**src/rtl/code_rd_pkg.sv**
```systemverilog
// Shared encodings and widths for the tooth-period RAM reader.
// The reader FSM walks the RAM once per revolution, entry 0 first.
package code_rd_pkg;

  localparam int ADDR_W = 8;
  localparam int DATA_W = 32;
  localparam logic [DATA_W-1:0] SAT_VAL = 32'hFFFF_FFFF;

  typedef enum logic [2:0] {
    ST_IDLE   = 3'd0,
    ST_SETTLE = 3'd1,
    ST_READ   = 3'd2,
    ST_DRAIN  = 3'd3,
    ST_DONE   = 3'd4
  } state_t;

  // Tag travelling alongside each issued read address.
  typedef struct packed {
    logic vld;
    logic is_gap;
  } tag_t;

endpackage

```
**src/rtl/code_stat_accum.sv**
```systemverilog
// Revolution accumulators: saturating period sum, min/max over teeth, gap word.
// Clear has priority over enable so a restart never mixes two revolutions.
module code_stat_accum
  import code_rd_pkg::*;
(
  input  logic              i_clk,
  input  logic              i_rst_n,
  input  logic              i_clear,
  input  logic              i_en,
  input  logic              i_is_gap,
  input  logic [DATA_W-1:0] i_data,
  output logic [DATA_W-1:0] o_sum,
  output logic [DATA_W-1:0] o_min,
  output logic [DATA_W-1:0] o_max,
  output logic [DATA_W-1:0] o_gap
);

  logic [DATA_W-1:0] r_sum;
  logic [DATA_W-1:0] r_min;
  logic [DATA_W-1:0] r_max;
  logic [DATA_W-1:0] r_gap;
  logic [DATA_W:0]   w_sum_ext;

  assign w_sum_ext = {1'b0, r_sum} + {1'b0, i_data};

  always_ff @(posedge i_clk or negedge i_rst_n) begin
    if (!i_rst_n) begin
      r_sum <= '0;
      r_min <= '0;
      r_max <= '0;
      r_gap <= '0;
    end else if (i_clear) begin
      r_sum <= '0;
      r_min <= SAT_VAL;
      r_max <= '0;
      r_gap <= '0;
    end else if (i_en) begin
      // Carry out of the 33-bit add clamps the sum for good.
      r_sum <= w_sum_ext[DATA_W] ? SAT_VAL : w_sum_ext[DATA_W-1:0];
      if (i_is_gap) begin
        r_gap <= i_data;
      end else begin
        if (i_data < r_min) r_min <= i_data;
        if (i_data > r_max) r_max <= i_data;
      end
    end
  end

  assign o_sum = r_sum;
  assign o_min = r_min;
  assign o_max = r_max;
  assign o_gap = r_gap;

endmodule

```
**src/rtl/code_period_reader.sv**
```systemverilog
// Reads one revolution of tooth periods from the RAM read port after each
// zero sign and publishes period, min/max tooth, tooth count and stability.
module code_period_reader
  import code_rd_pkg::*;
#(
  parameter int unsigned RD_LAT    = 1,
  parameter int unsigned WR_SETTLE = 2
) (
  input  logic              i_clk_50m,
  input  logic              i_rst_n,
  input  logic              i_zero_sign,
  input  logic [ADDR_W-1:0] i_code_wraddr,
  input  logic [7:0]        i_tooth_num,
  input  logic [23:0]       i_jitter_thr,
  output logic [ADDR_W-1:0] o_code_rdaddr,
  input  logic [DATA_W-1:0] i_code_rddata,
  output logic [DATA_W-1:0] o_rev_period,
  output logic [DATA_W-1:0] o_tooth_min,
  output logic [DATA_W-1:0] o_tooth_max,
  output logic [7:0]        o_tooth_cnt,
  output logic              o_stable,
  output logic              o_stat_valid,
  output logic              o_busy,
  output logic              o_err_overrun
);

  localparam logic [7:0] SETTLE_END = 8'(WR_SETTLE - 1);
  localparam logic [7:0] DRAIN_END  = 8'(RD_LAT - 1);

  state_t            r_state;
  state_t            w_state_nxt;
  logic [ADDR_W-1:0] r_last;
  logic [ADDR_W-1:0] r_rdaddr;
  logic [7:0]        r_cnt;
  tag_t              r_tag [RD_LAT];
  tag_t              w_issue;
  logic              w_clear;
  logic              w_done;
  logic              w_overrun;

  logic [DATA_W-1:0] w_sum;
  logic [DATA_W-1:0] w_min;
  logic [DATA_W-1:0] w_max;
  logic [DATA_W-1:0] w_gap;
  logic [DATA_W-1:0] w_spread;
  logic [DATA_W:0]   w_gap_thr;
  logic              w_last_zero;
  logic              w_stable;

  logic [DATA_W-1:0] r_rev_period;
  logic [DATA_W-1:0] r_tooth_min;
  logic [DATA_W-1:0] r_tooth_max;
  logic [7:0]        r_tooth_cnt;
  logic              r_stable;
  logic              r_stat_valid;
  logic              r_err_overrun;

  always_ff @(posedge i_clk_50m or negedge i_rst_n) begin
    if (!i_rst_n) r_state <= ST_IDLE;
    else          r_state <= w_state_nxt;
  end

  always_comb begin
    w_state_nxt = r_state;
    w_clear     = 1'b0;
    w_done      = 1'b0;
    w_overrun   = 1'b0;
    w_issue     = '0;
    case (r_state)
      ST_IDLE: begin
        if (i_zero_sign) begin
          w_clear     = 1'b1;
          w_state_nxt = ST_SETTLE;
        end
      end
      ST_SETTLE: begin
        if (r_cnt == SETTLE_END) w_state_nxt = ST_READ;
      end
      ST_READ: begin
        w_issue.vld    = 1'b1;
        w_issue.is_gap = (r_rdaddr == '0);
        if (r_rdaddr == r_last) w_state_nxt = ST_DRAIN;
      end
      ST_DRAIN: begin
        if (r_cnt == DRAIN_END) w_state_nxt = ST_DONE;
      end
      ST_DONE: begin
        w_done      = 1'b1;
        w_state_nxt = ST_IDLE;
      end
      default: w_state_nxt = ST_IDLE;
    endcase
    // A new zero sign mid-scan abandons the current revolution.
    if (i_zero_sign && (r_state != ST_IDLE)) begin
      w_overrun   = 1'b1;
      w_clear     = 1'b1;
      w_done      = 1'b0;
      w_issue     = '0;
      w_state_nxt = ST_SETTLE;
    end
  end

  always_ff @(posedge i_clk_50m or negedge i_rst_n) begin
    if (!i_rst_n) begin
      r_last   <= '0;
      r_rdaddr <= '0;
      r_cnt    <= '0;
    end else if (w_clear) begin
      r_last <= i_code_wraddr;
      r_cnt  <= '0;
    end else begin
      case (r_state)
        ST_SETTLE: begin
          if (w_state_nxt == ST_READ) begin
            r_cnt    <= '0;
            r_rdaddr <= '0;
          end else begin
            r_cnt <= r_cnt + 8'd1;
          end
        end
        ST_READ:  if (w_state_nxt == ST_READ) r_rdaddr <= r_rdaddr + 8'd1;
        ST_DRAIN: r_cnt <= r_cnt + 8'd1;
        default: ;
      endcase
    end
  end

  // Tags line up with read data RD_LAT cycles after the address.
  always_ff @(posedge i_clk_50m or negedge i_rst_n) begin
    if (!i_rst_n) begin
      for (int i = 0; i < int'(RD_LAT); i++) r_tag[i] <= '0;
    end else if (w_clear) begin
      for (int i = 0; i < int'(RD_LAT); i++) r_tag[i] <= '0;
    end else begin
      r_tag[0] <= w_issue;
      for (int i = 1; i < int'(RD_LAT); i++) r_tag[i] <= r_tag[i-1];
    end
  end

  code_stat_accum u_accum (
    .i_clk    (i_clk_50m),
    .i_rst_n  (i_rst_n),
    .i_clear  (w_clear),
    .i_en     (r_tag[RD_LAT-1].vld),
    .i_is_gap (r_tag[RD_LAT-1].is_gap),
    .i_data   (i_code_rddata),
    .o_sum    (w_sum),
    .o_min    (w_min),
    .o_max    (w_max),
    .o_gap    (w_gap)
  );

  assign w_last_zero = (r_last == '0);
  assign w_spread    = w_max - w_min;
  assign w_gap_thr   = {1'b0, w_min} + {2'b00, w_min[DATA_W-1:1]};
  assign w_stable    = (r_last == i_tooth_num) && !w_last_zero &&
                       (w_spread <= {8'd0, i_jitter_thr}) &&
                       ({1'b0, w_gap} >= w_gap_thr);

  always_ff @(posedge i_clk_50m or negedge i_rst_n) begin
    if (!i_rst_n) begin
      r_rev_period  <= '0;
      r_tooth_min   <= '0;
      r_tooth_max   <= '0;
      r_tooth_cnt   <= '0;
      r_stable      <= 1'b0;
      r_stat_valid  <= 1'b0;
      r_err_overrun <= 1'b0;
    end else begin
      r_stat_valid  <= w_done;
      r_err_overrun <= w_overrun;
      if (w_done) begin
        r_rev_period <= w_sum;
        r_tooth_min  <= w_last_zero ? '0 : w_min;
        r_tooth_max  <= w_last_zero ? '0 : w_max;
        r_tooth_cnt  <= r_last;
        r_stable     <= w_stable;
      end
    end
  end

  assign o_code_rdaddr = r_rdaddr;
  assign o_rev_period  = r_rev_period;
  assign o_tooth_min   = r_tooth_min;
  assign o_tooth_max   = r_tooth_max;
  assign o_tooth_cnt   = r_tooth_cnt;
  assign o_stable      = r_stable;
  assign o_stat_valid  = r_stat_valid;
  assign o_busy        = (r_state != ST_IDLE);
  assign o_err_overrun = r_err_overrun;

endmodule
```
**config.mk**
```make
export PLATFORM = sky130hd
export DESIGN_NAME = code_period_reader
export DESIGN_NICKNAME = d
export VERILOG_FILES = /design/src/rtl/code_rd_pkg.sv /design/src/rtl/code_stat_accum.sv /design/src/rtl/code_period_reader.sv
export SDC_FILE = /design/constraint.sdc
export NUM_CORES = 1
export LEC_CHECK = 0
export BUFFER_PORTS_ARGS = -buffer_cell sky130_fd_sc_hd__buf_4
export CAP_MARGIN = 20
export CORE_MARGIN = 2
export CORE_UTILIZATION = 40
export CTS_CLUSTER_DIAMETER = 50
export DETAILED_ROUTE_END_ITERATION = 8
export PLACE_DENSITY = 0.63
export SYNTH_ARGS = -nofsm -noshare
export SYNTH_HDL_FRONTEND = slang
export SYNTH_SLANG_ARGS = --single-unit
```
**constraint.sdc**
```tcl
create_clock -name i_clk_50m -period 9.35 [get_ports i_clk_50m]
set_input_delay 0.4675 -clock i_clk_50m [delete_from_list [all_inputs] [get_ports i_clk_50m]]
set_output_delay 0.4675 -clock i_clk_50m [all_outputs]
set_load 0.1 [all_outputs]
```
== Word-level counts from Yosys, hierarchy flattened ==
Index checks and enable logic that the tools add are counted.

* Bitwise logic cells: 1
* Equality and inequality tests: 11
* Reduce and logical (&&, ||, !) cells: 20
* Multiplexer cells: 37
* Order comparisons: 4
* Add/subtract/negate cells: 5

{| class="wikitable"
|+ Operator list
! kind !! number
|-
| 32-bit two-way mux || 16
|-
| 32-bit by 31-bit adder with 33-bit output || 1
|-
| 32-bit by 32-bit adder with 33-bit output || 1
|-
| 32-bit by 33-bit >= comparator with 1-bit output || 1
|-
| 32-bit greater-than comparator || 1
|-
| 32-bit by 24-bit <= comparator with 1-bit output || 1
|-
| 32-bit less-than comparator || 1
|-
| 8-bit two-way mux || 4
|-
| 8-bit one-hot mux with 2 select lines || 2
|-
| 32-bit subtractor || 1
|-
| 8-bit logical NOT || 3
|-
| 8-bit by 1-bit adder with 8-bit output, second input constant || 2
|-
| 8-bit equality test || 2
|-
| 3-bit two-way mux || 5
|-
| 3-bit one-hot mux with 4 select lines || 1
|-
| 2-bit nonzero test || 5
|-
| 3-bit by 2-bit equality test with 1-bit output, second input constant || 3
|-
| 8-bit by 1-bit equality test with 1-bit output, second input constant || 1
|-
| 1-bit two-way mux || 6
|-
| 2-bit two-way mux || 3
|-
| 3-bit AND reduction || 2
|-
| 3-bit nonzero test || 2
|-
| 1-bit logical AND || 4
|-
| 2-bit != test, second input constant || 2
|-
| 8 further kinds || 8
|}

* Bits in registers: 264
* Word-level logic and storage cells: 95
* Output and inout port bits: 116
* Input bits: 75

== Longest topological paths before layout ==
Gate-level depths: netlist of run 1.

* Depth after elaboration: 8
* Mapped depth: 22
* Depth with buffers taken out: 22

== By module ==
Synthesis of run 1 repeated with hierarchy kept, for this count alone.

* Cell total of the unflattened synthesis: 1,988
* Area, all modules: 18,655.4 um^2

{| class="wikitable"
|+ Modules (own cells, without submodules)
! module !! cells an instance !! seq. area each (um^2) !! instances !! area each (um^2)
|-
| code_period_reader || 1,143 || 3,403.3 || 1 || 10,157.2
|-
| code_stat_accum || 845 || 3,203.1 || 1 || 8,498.2
|}

== Worst setup path after synthesis of run 1 ==
OpenSTA, ideal clock, no wires.

* Kind: register to register
* Start point: register u_accum.r_min[1], in the netlist u_accum.o_min[1]
* End point: register r_stable, in the netlist o_stable
* Data arrival time: 4,102 ps
* Slack: 5,144 ps
* Cell stages (with the launch flop): 23
* Path through: dfrtp_1 ha_1 a211oi_1 o211ai_1 a211oi_2 nor3_1 nor4_2 o21ai_1 a2111oi_0 o21bai_1 a21oi_1 xnor2_1 ha_1 nand3_1 nor3_1 nand2_1 a21oi_1 nand2_1 o21ai_0 o2111ai_1 nor4_1 nand4_1 o41ai_2

* Word-level cells in the longest chain between the ends: 4

{| class="wikitable"
|+ Ends and longest elaborated chain
! item !! RTL line !! text
|-
| from (decl) || code_stat_accum.sv:19 || <nowiki>logic [DATA_W-1:0] r_min;</nowiki>
|-
| from (signal assigned) || code_stat_accum.sv:43 || <nowiki>if (i_data < r_min) r_min <= i_data;</nowiki>
|-
| 32-bit subtractor || code_period_reader.sv:154 || <nowiki>assign w_spread = w_max - w_min;</nowiki>
|-
| 32-bit by 24-bit <= comparator with 1-bit output || code_period_reader.sv:157 || <nowiki>(w_spread <= {8'd0, i_jitter_thr}) &&</nowiki>
|-
| 1-bit logical AND || code_period_reader.sv:156 || <nowiki>assign w_stable = (r_last == i_tooth_num) && !w_last_zero &&</nowiki>
|-
| 1-bit logical AND (*) || code_period_reader.sv:157 ||
|-
| to (signal assigned) || code_period_reader.sv:177 || <nowiki>r_stable <= w_stable;</nowiki>
|-
| to (decl) || code_period_reader.sv:54 || <nowiki>logic r_stable;</nowiki>
|}

Every way passes the cells marked *; elsewhere a longest branch is shown, timed or not.
A chain may end at the register's enable or synchronous reset.

== Final worst setup path of run 1 ==
Same ends and word-level chain as after synthesis.

==> flow_summary.json, run 1 <==
{
  "grt_max_degree": 84,
  "path_delay_family": "compound AO/OA/AOI/OAI gates",
  "synth_seq_cells": 264,
  "cts_resized": 0,
  "rows": 77,
  "start_kind": "flip-flop",
  "drive_above_1_share_pct": 14.0,
  "diodes": 0,
  "p_leak_nw": 10.5,
  "ys_warn_count": 0,
  "start_util_pct": 40.4,
  "hp-class": "input port to flip-flop",
  "via_per_inst": 5.64,
  "clockBufferDepth": 3,
  "grt_usage_pct": 22.4,
  "outcome": "finished, final reports clean",
  "cap_viol_max_count": 0,
  "post_synth_inst_count": 1913,
  "r2r_slack_ps": 4240,
  "power_density_nw_per_um2": 179,
  "ys.flop_type": "dfrtp_1",
  "dp.cells": 2634,
  "hold_violations": 0,
  "n_fill_cell": 4126,
  "area.growth.synth_to_final_pct": 17.9,
  "slowest_delay_ps": 490,
  "seq_area_frac_synth_pct": 37.1,
  "drtPass1Iterations": 5,
  "critPathBufInv": 0,
  "layout_commonest_cell": "dfrtp_1",
  "clk_latency_ps": 550,
  "drc_errors": 0,
  "nets": 2378,
  "cts_buffers": 36,
  "grt_pass1_wl_mm": 82.7,
  "htreeDepth": 2,
  "finalNonFillerCells": 2698,
  "avgRoutedWirePerCell_um": 19.3,
  "dieArea_um2": 46200,
  "fin_skew_ps": 22.7,
  "fmax_mhz": 196,
  "die_w_um": 215,
  "ir_drop_uv": 116,
  "rsz0062_at_grt": "no",
  "drt.antenna.violating_nets": 0,
  "synth-async-reset-ratio_pct": 100,
  "root_buffer": "clkbuf_16",
  "placed_cell_area_um2": 19800,
  "worst_pin_slew_ps": 959,
  "pre_cts_slack_ps": 4270,
  "dr_total_vias": 15209,
  "syn_nets": 2210,
  "path_clk_slew_ps": 60,
  "cts_tree": "done",
  "antenna_found_initial": 0,
  "arrival_ps": 5560,
  "fin_tns_setup_ps": 0,
  "ios": 191,
  "synth_edf_count": 0,
  "cts_sinks": 264,
  "synth_area_leaders": "dfrtp_1 37%, ha_1 15%, a22o_1 4.8%, nand2_1 4.2%, a21oi_1 3.2%",
  "setup_viol": 0,
  "path_class": "flip-flop to flip-flop",
  "yosys.area.top_type_share_pct": 37.1,
  "setup_slack_ps": 4240,
  "period_needed_ps": 5110,
  "first_global_vias": 14856,
  "layout_common_cells": "264 x dfrtp_1, 219 x ha_1, 202 x buf_4",
  "avgSynthCellArea_um2": 9.30,
  "worst_ep_required_time_ps": 9800,
  "grt-ovfl-total": 0,
  "wirelength_mm": 52.2,
  "die_h_um": 215,
  "design_area_um2": 21000,
  "drt_iter0_markers": 1028,
  "core_area_um2": 44000,
  "crit_fanout": 7,
  "finish.utilization_pct": 47.6,
  "crit_chain": "ha_1 > a211oi_1 > o211ai_1 > a211oi_2 > nor3_1 > nor4_2 > o21ai_1 > a2111oi_0 > o21bai_1 > a21oi_1 > xnor2_1 > ha_1 > nand3_1 > nor3_1 > nand2_1 > a21oi_1 > nand2_1 > o21ai_0 > o2111ai_1 > nor4_1 > nand4_1 > o41ai_2",
  "gp_congestion": 0.910,
  "hpwl_mm": 39.2,
  "synth.largest_area_cell": "dfrtp_1",
  "endpoint_kind": "flip-flop",
  "io_buffers": 190,
  "syn-cell-area_um2": 17800,
  "fin_crit_sh_pct": 54.6,
  "crit_slowest_cell": "a2111oi_0",
  "worst_slew_margin_rel_pct": 35.9,
  "synth.distinct_cells": 83,
  "slew_violations": 0
}
final timing paths:
path                                               from                      endpoint  depth (start not counted)
min in group asynchronous                       i_rst_n  u_accum.o_sum[4]$_DFFE_PN0P_                          2
setup reg to reg           u_accum.o_min[1]$_DFFE_PN0P_          o_stable$_DFFE_PN0P_                         22
hold / removal                         i_code_wraddr[0]         r_last[0]$_DFFE_PN0N_                          2
hold reg to reg             o_rev_period[9]$_DFFE_PN0P_   o_rev_period[9]$_DFFE_PN0P_                          2
setup / recovery           u_accum.o_min[1]$_DFFE_PN0P_          o_stable$_DFFE_PN0P_                         22
max in group asynchronous                       i_rst_n  u_accum.o_min[4]$_DFFE_PN0P_                          4
report_power, final:
group | internal, mW | switching (mW) | total [mW] | leakage (nW)
clock | 0.817 | 0.534 | 1.35 | 0.557
combinational | 0.297 | 0.798 | 1.10 | 6.46
sequential | 1.23 | 0.0835 | 1.32 | 3.48
total | 2.35 | 1.42 | 3.76 | 10.5
registers in the layout, indices dropped and copies added, names as in the netlist:
| name | flops |
|---|---|
| o_tooth_min | 32 |
| o_err_overrun | 1 |
| o_rev_period | 32 |
| u_accum.o_max | 32 |
| o_tooth_max | 32 |
| o_code_rdaddr | 8 |
| o_stat_valid | 1 |
| u_accum.o_min | 32 |
| u_accum.o_sum | 32 |
| r_cnt | 8 |
| o_stable | 1 |
| r_state | 3 |
| r_last | 8 |
| u_accum.o_gap | 32 |
| r_tag | 2 |
| o_tooth_cnt | 8 |
cell type report:
class	instances	area (um2)	share of cell area [%]
inverter	127	477	2.27
sequential	264	6610	31.5
clock inverter	15	155	0.740
clock buffer	48	1010	4.80
timing repair buffer	204	1540	7.35
multi-input combinational	1448	10400	49.8
tap	592	741	3.53
per-layer routing:
metal	wire length, um	global-route usage, %
met1	25100	32.3
met2	23400	35.0
met3	2490	2.96
met4	1150	6.55
met5	0	0
synth_stat cells, types with 4 or more instances:
cell type	n
o41ai_1	4
o31ai_1	5
a21boi_0	6
o22ai_1	4
a22o_1	97
mux2_2	8
or3_1	6
nor3b_1	4
and3_1	14
o21a_1	23
a21o_1	71
a21oi_1	114
nand3_1	34
nor2b_1	14
buf_1	4
a221oi_1	5
dfrtp_1	264
o21bai_1	8
xor2_1	44
nand4_1	27
xnor2_1	56
nand2b_1	17
a2111oi_0	5
mux2i_1	32
nand2_1	201
clkbuf_1	61
nor3_1	50
a211oi_1	42
o21ai_1	6
nor4_1	10
or2_2	8
ha_1	219
nor2_1	129
o21ai_0	68
a31oi_1	46
inv_1	126
o211ai_1	14
per-stage QoR:
step           power [mW]  hold slack, ps
6_report             3.76             153
5_1_grt              3.92             146
4_1_cts              3.80             126
3_5_place_dp         2.43             463
3_3_place_gp         2.42             461
2_1_floorplan        2.14             172
cells by family after synthesis:
kind of cell / Yosys count / synth area share (%)
XOR/XNOR: 100 / 4.92
AO/OA/AOI/OAI: 552 / 21.5
buffers and inverters: 201 / 4.47
adder cells (fa/ha/maj): 222 / 15.7
flip-flops: 264 / 37.1
multiplexers: 40 / 2.31
AND/OR/NAND/NOR: 534 / 13.9
timing repair:
item                                   CTS  global route
hold buffers                             1             0
setup endpoints to repair                0             0
endpoints found under the hold margin   81             0
buffers inserted                         0             0
(Power assumes the default switching activity.)
==> inputs of run 2 (changes only) <==
clock period = 5 ns   (was 9.35 ns; I/O delays follow)
==> run 2 against run 1 <==
  * Clock-buffer cell count down 1
  * Clock skew down 3.0 ps
  * First-iteration DRC count down 3.7%
  * Die area unchanged
  * Clock power up 120%
  * Routed wire length down 0.67%
  * Cell area up 2.8%
  * Critical path type unchanged
==> flow_summary.json, run 2 (synthesized netlist as in run 1, its figures left out) <==
{
  "cap_viol_max_count": 0,
  "start_util_pct": 40.4,
  "hold_ws_ps": 18.9,
  "fin_tns_setup_ps": 0,
  "dp.cells": 2637,
  "drt_iter0_markers": 990,
  "avgRoutedWirePerCell_um": 19.0,
  "die_h_um": 215,
  "path_class": "flip-flop to flip-flop",
  "fmax_mhz": 210,
  "power_density_nw_per_um2": 349,
  "clockBufferDepth": 3,
  "switching_power_mw": 2.75,
  "grt_pass1_wl_mm": 82.6,
  "swShare_pct": 36.5,
  "hold_violations": 0,
  "first_global_vias": 15010,
  "die_w_um": 215,
  "finalNonFillerCells": 2730,
  "wirelength_mm": 51.8,
  "cts_sinks": 264,
  "endpoint_kind": "flip-flop",
  "start_kind": "flip-flop",
  "ir_drop_uv": 204,
  "period_needed_ps": 4760,
  "clk_latency_ps": 550,
  "combPwrFrac_pct": 27.4,
  "gp_congestion": 0.899,
  "via_per_inst": 5.56,
  "fin_skew_ps": 19.8,
  "core_area_um2": 44000,
  "hp-class": "input port to flip-flop",
  "outcome": "finished, final reports clean",
  "rows": 77,
  "path_clk_slew_ps": 60,
  "grt_max_degree": 128,
  "drive_above_1_share_pct": 15.6,
  "worst_pin_slew_ps": 927,
  "slew_violations": 0,
  "worst_slew_margin_rel_pct": 38.1,
  "hpwl_mm": 38.7,
  "p_int_mw": 4.78,
  "seqPwrFrac_pct": 32.7,
  "nets": 2404,
  "dr_total_vias": 15184,
  "arrival_ps": 5210,
  "setup_viol": 0,
  "drtPass1Iterations": 5,
  "p_leak_nw": 10.7,
  "cts_buffers": 40,
  "p_clk_share_pct": 39.9,
  "layout_commonest_cell": "dfrtp_1",
  "worst_ep_required_time_ps": 5440,
  "drt.antenna.violating_nets": 0,
  "setup_slack_ps": 235,
  "io_buffers": 190,
  "grt_usage_pct": 22.3,
  "fin_crit_sh_pct": 95.3,
  "layout_common_cells": "261 x dfrtp_1, 218 x ha_1, 206 x buf_4",
  "design_area_um2": 21600,
  "grt-ovfl-total": 0,
  "root_buffer": "clkbuf_16",
  "ios": 191,
  "drc_errors": 0,
  "dieArea_um2": 46200,
  "cts_tree": "done",
  "pre_cts_slack_ps": 104,
  "area.growth.synth_to_final_pct": 21.2,
  "antenna_found_initial": 1,
  "crit_fanout": 6,
  "placed_cell_area_um2": 19800,
  "htreeDepth": 2
}
-- run 2: worst paths after layout --
check / depth (start not counted) / from / slack [ps] / end
hold reg to reg: 2 / o_rev_period[2]$_DFFE_PN0P_ / 480 / o_rev_period[2]$_DFFE_PN0P_
hold / removal: 2 / i_code_rddata[30] / 20 / u_accum.o_gap[30]$_DFFE_PN0P_
min in group asynchronous: 2 / i_rst_n / 240 / o_rev_period[8]$_DFFE_PN0P_
setup reg to reg: 22 / u_accum.o_min[1]$_DFFE_PN0P_ / 240 / o_stable$_DFFE_PN0P_
max in group asynchronous: 3 / i_rst_n / 3540 / u_accum.o_min[28]$_DFFE_PN0P_
setup / recovery: 22 / u_accum.o_min[1]$_DFFE_PN0P_ / 240 / o_stable$_DFFE_PN0P_
-- run 2: per-layer routing --
| metal | vias to the layer above | routed length (um) | GRT usage [%] |
|---|---|---|---|
| met1 | 7328 | 24500 | 31.8 |
| met4 | 0 | 1120 | 6.11 |
| met5 | - | 0 | 0 |
| met3 | 70 | 2720 | 2.89 |
| met2 | 415 | 23500 | 35.6 |
| li1 | 7371 | - | - |
-- run 2: critical path, cell delays in order (launching register included) --
cell and delay (ps):
dfrtp_2 470, ha_1 350, a211oi_2 300, o211ai_1 150
a211oi_2 360, nor3_1 110, nor4_2 330, o21ai_2 130
a2111oi_4 370, o21bai_1 130, a21oi_1 160, xnor2_1 90
ha_1 290, nand3_1 100, nor3_2 130, nand2_1 90
a21oi_2 130, nand2_1 80, o21ai_2 130, o2111ai_2 150
nor4_1 250, nand4_1 150, o41ai_2 210
-- run 2: repair_timing --
| action | in CTS | in global routing |
|---|---|---|
| endpoints found under the hold margin | 108 | 0 |
| endpoints found under the setup margin | 0 | 1 |
| hold buffers | 18 | 0 |
| resized for setup | 0 | 23 |
| buffers inserted | 0 | 2 |
-- run 2: power groups by stage --
stage                     clock network [mW]  logic (mW)  registers (mW)
final                                   3.01        2.06            2.46
after global routing                    3.17        2.20            2.49
after CTS                               3.07        2.07            2.47
after detailed placement                   0        2.05            2.50
after global placement                     0        2.02            2.50
after floorplan                            0       0.698            3.30
-- run 2: layout make-up --
cell class | count | area (um2)
fillers | 4084 | 22500
multi-input cells | 1448 | 10500
flip-flops and latches | 264 | 6610
repair buffers | 226 | 1760
clock buffers | 47 | 1100
well taps | 592 | 741
inverters | 127 | 477
clock inverters | 25 | 337
diodes | 1 | 2.50
-- run 2: stage by stage --
stage | utilization [%] | total power [mW]
after floorplan | - | 4.00
after global placement | 45.0 | 4.52
after detailed placement | 45.0 | 4.55
after CTS | 48.7 | 7.60
after global routing | 49.0 | 7.86
final | 49.0 | 7.53
==> inputs of run 3 (changes only) <==
BUFFER_PORTS_ARGS = default   (was -buffer_cell sky130_fd_sc_hd__buf_4)
DONT_BUFFER_PORTS = 1   (was default)
PLACE_DENSITY = default   (was 0.63)
PLACE_DENSITY_LB_ADDON = 0.08   (was default)
SYNTH_HIERARCHICAL = 1   (was default)
==> run 3 against run 2 <==
  * Hold slack got worse by 610 ps
  * The flow now finishes with violations (negative hold slack)
  * Largest cell class unchanged
  * Fmax rose by 1.3%
  * Cell area fell by 1.5%
  * Global-route usage rose by 1.6 points
  * Synthesized area rose by 4.9%
  * Critical path type unchanged
  * Sequential share of layout area rose by 0.45 points
  * Via count fell by 0.73%
  * Clock power fell by 6%
  * Power rose by 9.9%
  * Routed wire length rose by 12%
  * Clock skew rose by 1.0 ps
==> flow_summary.json, run 3 <==
{
  "drtPass1Iterations": 7,
  "synthTopCellsByCount": "264 x dfrtp_1, 232 x nand2_1, 219 x ha_1",
  "clk_latency_ps": 560,
  "synth.largest_area_cell": "dfrtp_1",
  "grt_usage_pct": 24.0,
  "grt-ovfl-total": 0,
  "gp_congestion": 0.878,
  "layout_common_cells": "264 x dfrtp_1, 232 x nand2_1, 218 x ha_1",
  "avgRoutedWirePerCell_um": 21.7,
  "core_area_um2": 46300,
  "root_buffer": "clkbuf_16",
  "antenna_found_initial": 15,
  "die_h_um": 220,
  "synth_seq_cells": 264,
  "fin_skew_ps": 20.8,
  "critPathBufInv": 1,
  "ir_drop_uv": 325,
  "crit_chain": "ha_1 > a21o_1 > a21o_1 > a21o_1 > a221o_1 > a31oi_2 > buf_4 > o21bai_1 > a21oi_2 > o21bai_1 > xnor2_1 > ha_1 > nand4_1 > nor3_2 > nand2_1 > a211o_1 > a22o_1 > a31oi_4 > nand4b_1 > a2111o_1 > o21ai_1",
  "period_needed_ps": 4700,
  "clockBufferDepth": 3,
  "path_clk_slew_ps": 60,
  "wirelength_mm": 57.9,
  "fin_crit_sh_pct": 94.0,
  "die_w_um": 220,
  "nets": 2327,
  "ys_warn_count": 6,
  "post_synth_inst_count": 1988,
  "worst_slew_margin_rel_pct": 27.8,
  "dr_total_vias": 15073,
  "drc_errors": 0,
  "path_class": "flip-flop to flip-flop",
  "finish.utilization_pct": 45.9,
  "placed_cell_area_um2": 19300,
  "regArea_um2": 6610,
  "drt_iter0_markers": 897,
  "ios": 191,
  "finalPower_mw": 8.28,
  "start_util_pct": 40.3,
  "path_delay_family": "compound AO/OA/AOI/OAI gates",
  "layout_commonest_cell": "dfrtp_1",
  "crit_slowest_cell": "dfrtp_1",
  "fmax_mhz": 213,
  "hold_violations": 264,
  "worst_pin_slew_ps": 1080,
  "ys.flop_type": "dfrtp_1",
  "pre_cts_slack_ps": 46.4,
  "cts_buffers": 38,
  "setup_slack_ps": 298,
  "n_fill_cell": 4464,
  "io_buffers": 0,
  "worst_ep_required_time_ps": 5470,
  "avgSynthCellArea_um2": 9.38,
  "design_area_um2": 21200,
  "cap_viol_max_count": 0,
  "p_leak_nw": 10.5,
  "arrival_ps": 5170,
  "violations": "negative hold slack",
  "synth_edf_count": 0,
  "drt.antenna.violating_nets": 0,
  "hpwl_mm": 39.9,
  "yosys.area.top_type_share_pct": 35.4,
  "power_density_nw_per_um2": 390,
  "synth.distinct_cells": 93,
  "hold_buffers": 41,
  "setup_viol": 0,
  "htreeDepth": 2,
  "synth.most_common_cell": "dfrtp_1",
  "grt_max_degree": 265,
  "hold_ws_ps": -593,
  "multi_input_area_um2": 11200,
  "slew_violations": 0,
  "cts_tree": "done",
  "grt_pass1_wl_mm": 88.4,
  "area.growth.synth_to_final_pct": 13.8,
  "endpoint_kind": "flip-flop",
  "via_per_inst": 5.65,
  "syn-cell-area_um2": 18700,
  "crit_fanout": 5,
  "seq_area_frac_synth_pct": 35.4,
  "cts_sinks": 264,
  "cpMostUsedCell": "a21o_1",
  "synth-async-reset-ratio_pct": 100,
  "drive_above_1_share_pct": 11.2,
  "hp-class": "input port to async pin",
  "synth_area_leaders": "dfrtp_1 35%, ha_1 15%, nand2_1 4.7%, a22o_1 4.6%, a21oi_1 3.1%",
  "dieArea_um2": 48400,
  "rows": 79,
  "slowest_delay_ps": 440,
  "start_kind": "flip-flop",
  "syn_nets": 2285,
  "first_global_vias": 14713,
  "outcome": "finished with violations"
}
run 3: changes by cell type in the layout (fill, tap and decap cells not counted), moves of 31 or more:
| cell | previous run | this run |
|---|---|---|
| buf_4 | 206 | 40 |
| nand2_1 | 201 | 232 |
| nor3_1 | 48 | 16 |
| a31oi_1 | 45 | 13 |
run 3: final timing paths:
path / startpoint / endpoint / slack [ps] / cells after the start
setup / recovery: u_accum/o_min[10]$_DFFE_PN0P_ / o_stable$_DFFE_PN0P_ / 300 / 21
hold / removal: i_rst_n / o_tooth_min[30]$_DFFE_PN0P_ / -590 / 0
setup reg to reg: u_accum/o_min[10]$_DFFE_PN0P_ / o_stable$_DFFE_PN0P_ / 300 / 21
hold reg to reg: r_cnt[7]$_DFFE_PN0P_ / r_cnt[7]$_DFFE_PN0P_ / 500 / 1
max in group asynchronous: i_rst_n / o_tooth_max[21]$_DFFE_PN0P_ / 5050 / 0
min in group i_clk_50m: i_code_rddata[0] / u_accum/o_sum[0]$_DFFE_PN0P_ / 60 / 3
run 3: area by class of cell:
type / count / area share [%]
diodes: 3 / 0.0354
clock buffers: 50 / 5.17
clock inverters: 19 / 1.14
inverters: 150 / 2.65
multi-input cells: 1493 / 52.7
flip-flops and latches: 264 / 31.1
well taps: 607 / 3.58
repair buffers: 83 / 3.65
run 3: cell families (layout without fill, tap and decap cells):
group	count (synthesis)	after routing	share of synthesized area, %
AND/OR/NAND/NOR	571	571	14.2
AO/OA/AOI/OAI	556	556	23.0
flip-flops	264	264	35.4
buffers and inverters	231	302	5.26
adder cells (fa/ha/maj)	222	222	15.0
XOR/XNOR	100	100	4.69
multiplexers	44	44	2.41
other	0	3	0
run 3: worst reg2reg max path, cell delays in order (launching register included):
cell,delay [ps]
dfrtp_1,440
ha_1,380
a21o_1,190
a21o_1,170
a21o_1,200
a221o_1,310
a31oi_2,240
buf_4,170
o21bai_1,70
a21oi_2,210
o21bai_1,100
xnor2_1,140
ha_1,290
nand4_1,160
nor3_2,250
nand2_1,70
a211o_1,220
a22o_1,270
a31oi_4,200
nand4b_1,140
a2111o_1,300
o21ai_1,120
run 3: power breakdown:
group / internal (mW) / leakage (nW) / switching (mW)
clock network: 1.77 / 0.647 / 1.07
logic: 0.813 / 6.39 / 1.16
registers: 2.32 / 3.48 / 1.14
run 3: per-stage QoR:
stage          std cells  setup TNS (ps)
2_1_floorplan       1988               0
3_3_place_gp        2552               0
3_5_place_dp        2552               0
4_1_cts             2662               0
5_1_grt             2666           -7.82
6_report            2669               0
run 3: repair_timing:
action	in CTS	in global routing
endpoints found under the setup margin	0	1
hold endpoints to repair	409	264
buffers inserted	0	3
gates resized for setup	0	19
run 3: per-layer routing:
metal / global-route usage (%) / part of all wire, % / vias up
met1: 34.8 / 48 / 7334
met4: 6.58 / 2.3 / 4
met5: 0 / 0.047 / -
li1: - / - / 7300
met3: 4.35 / 5.8 / 77
met2: 36.3 / 43 / 358
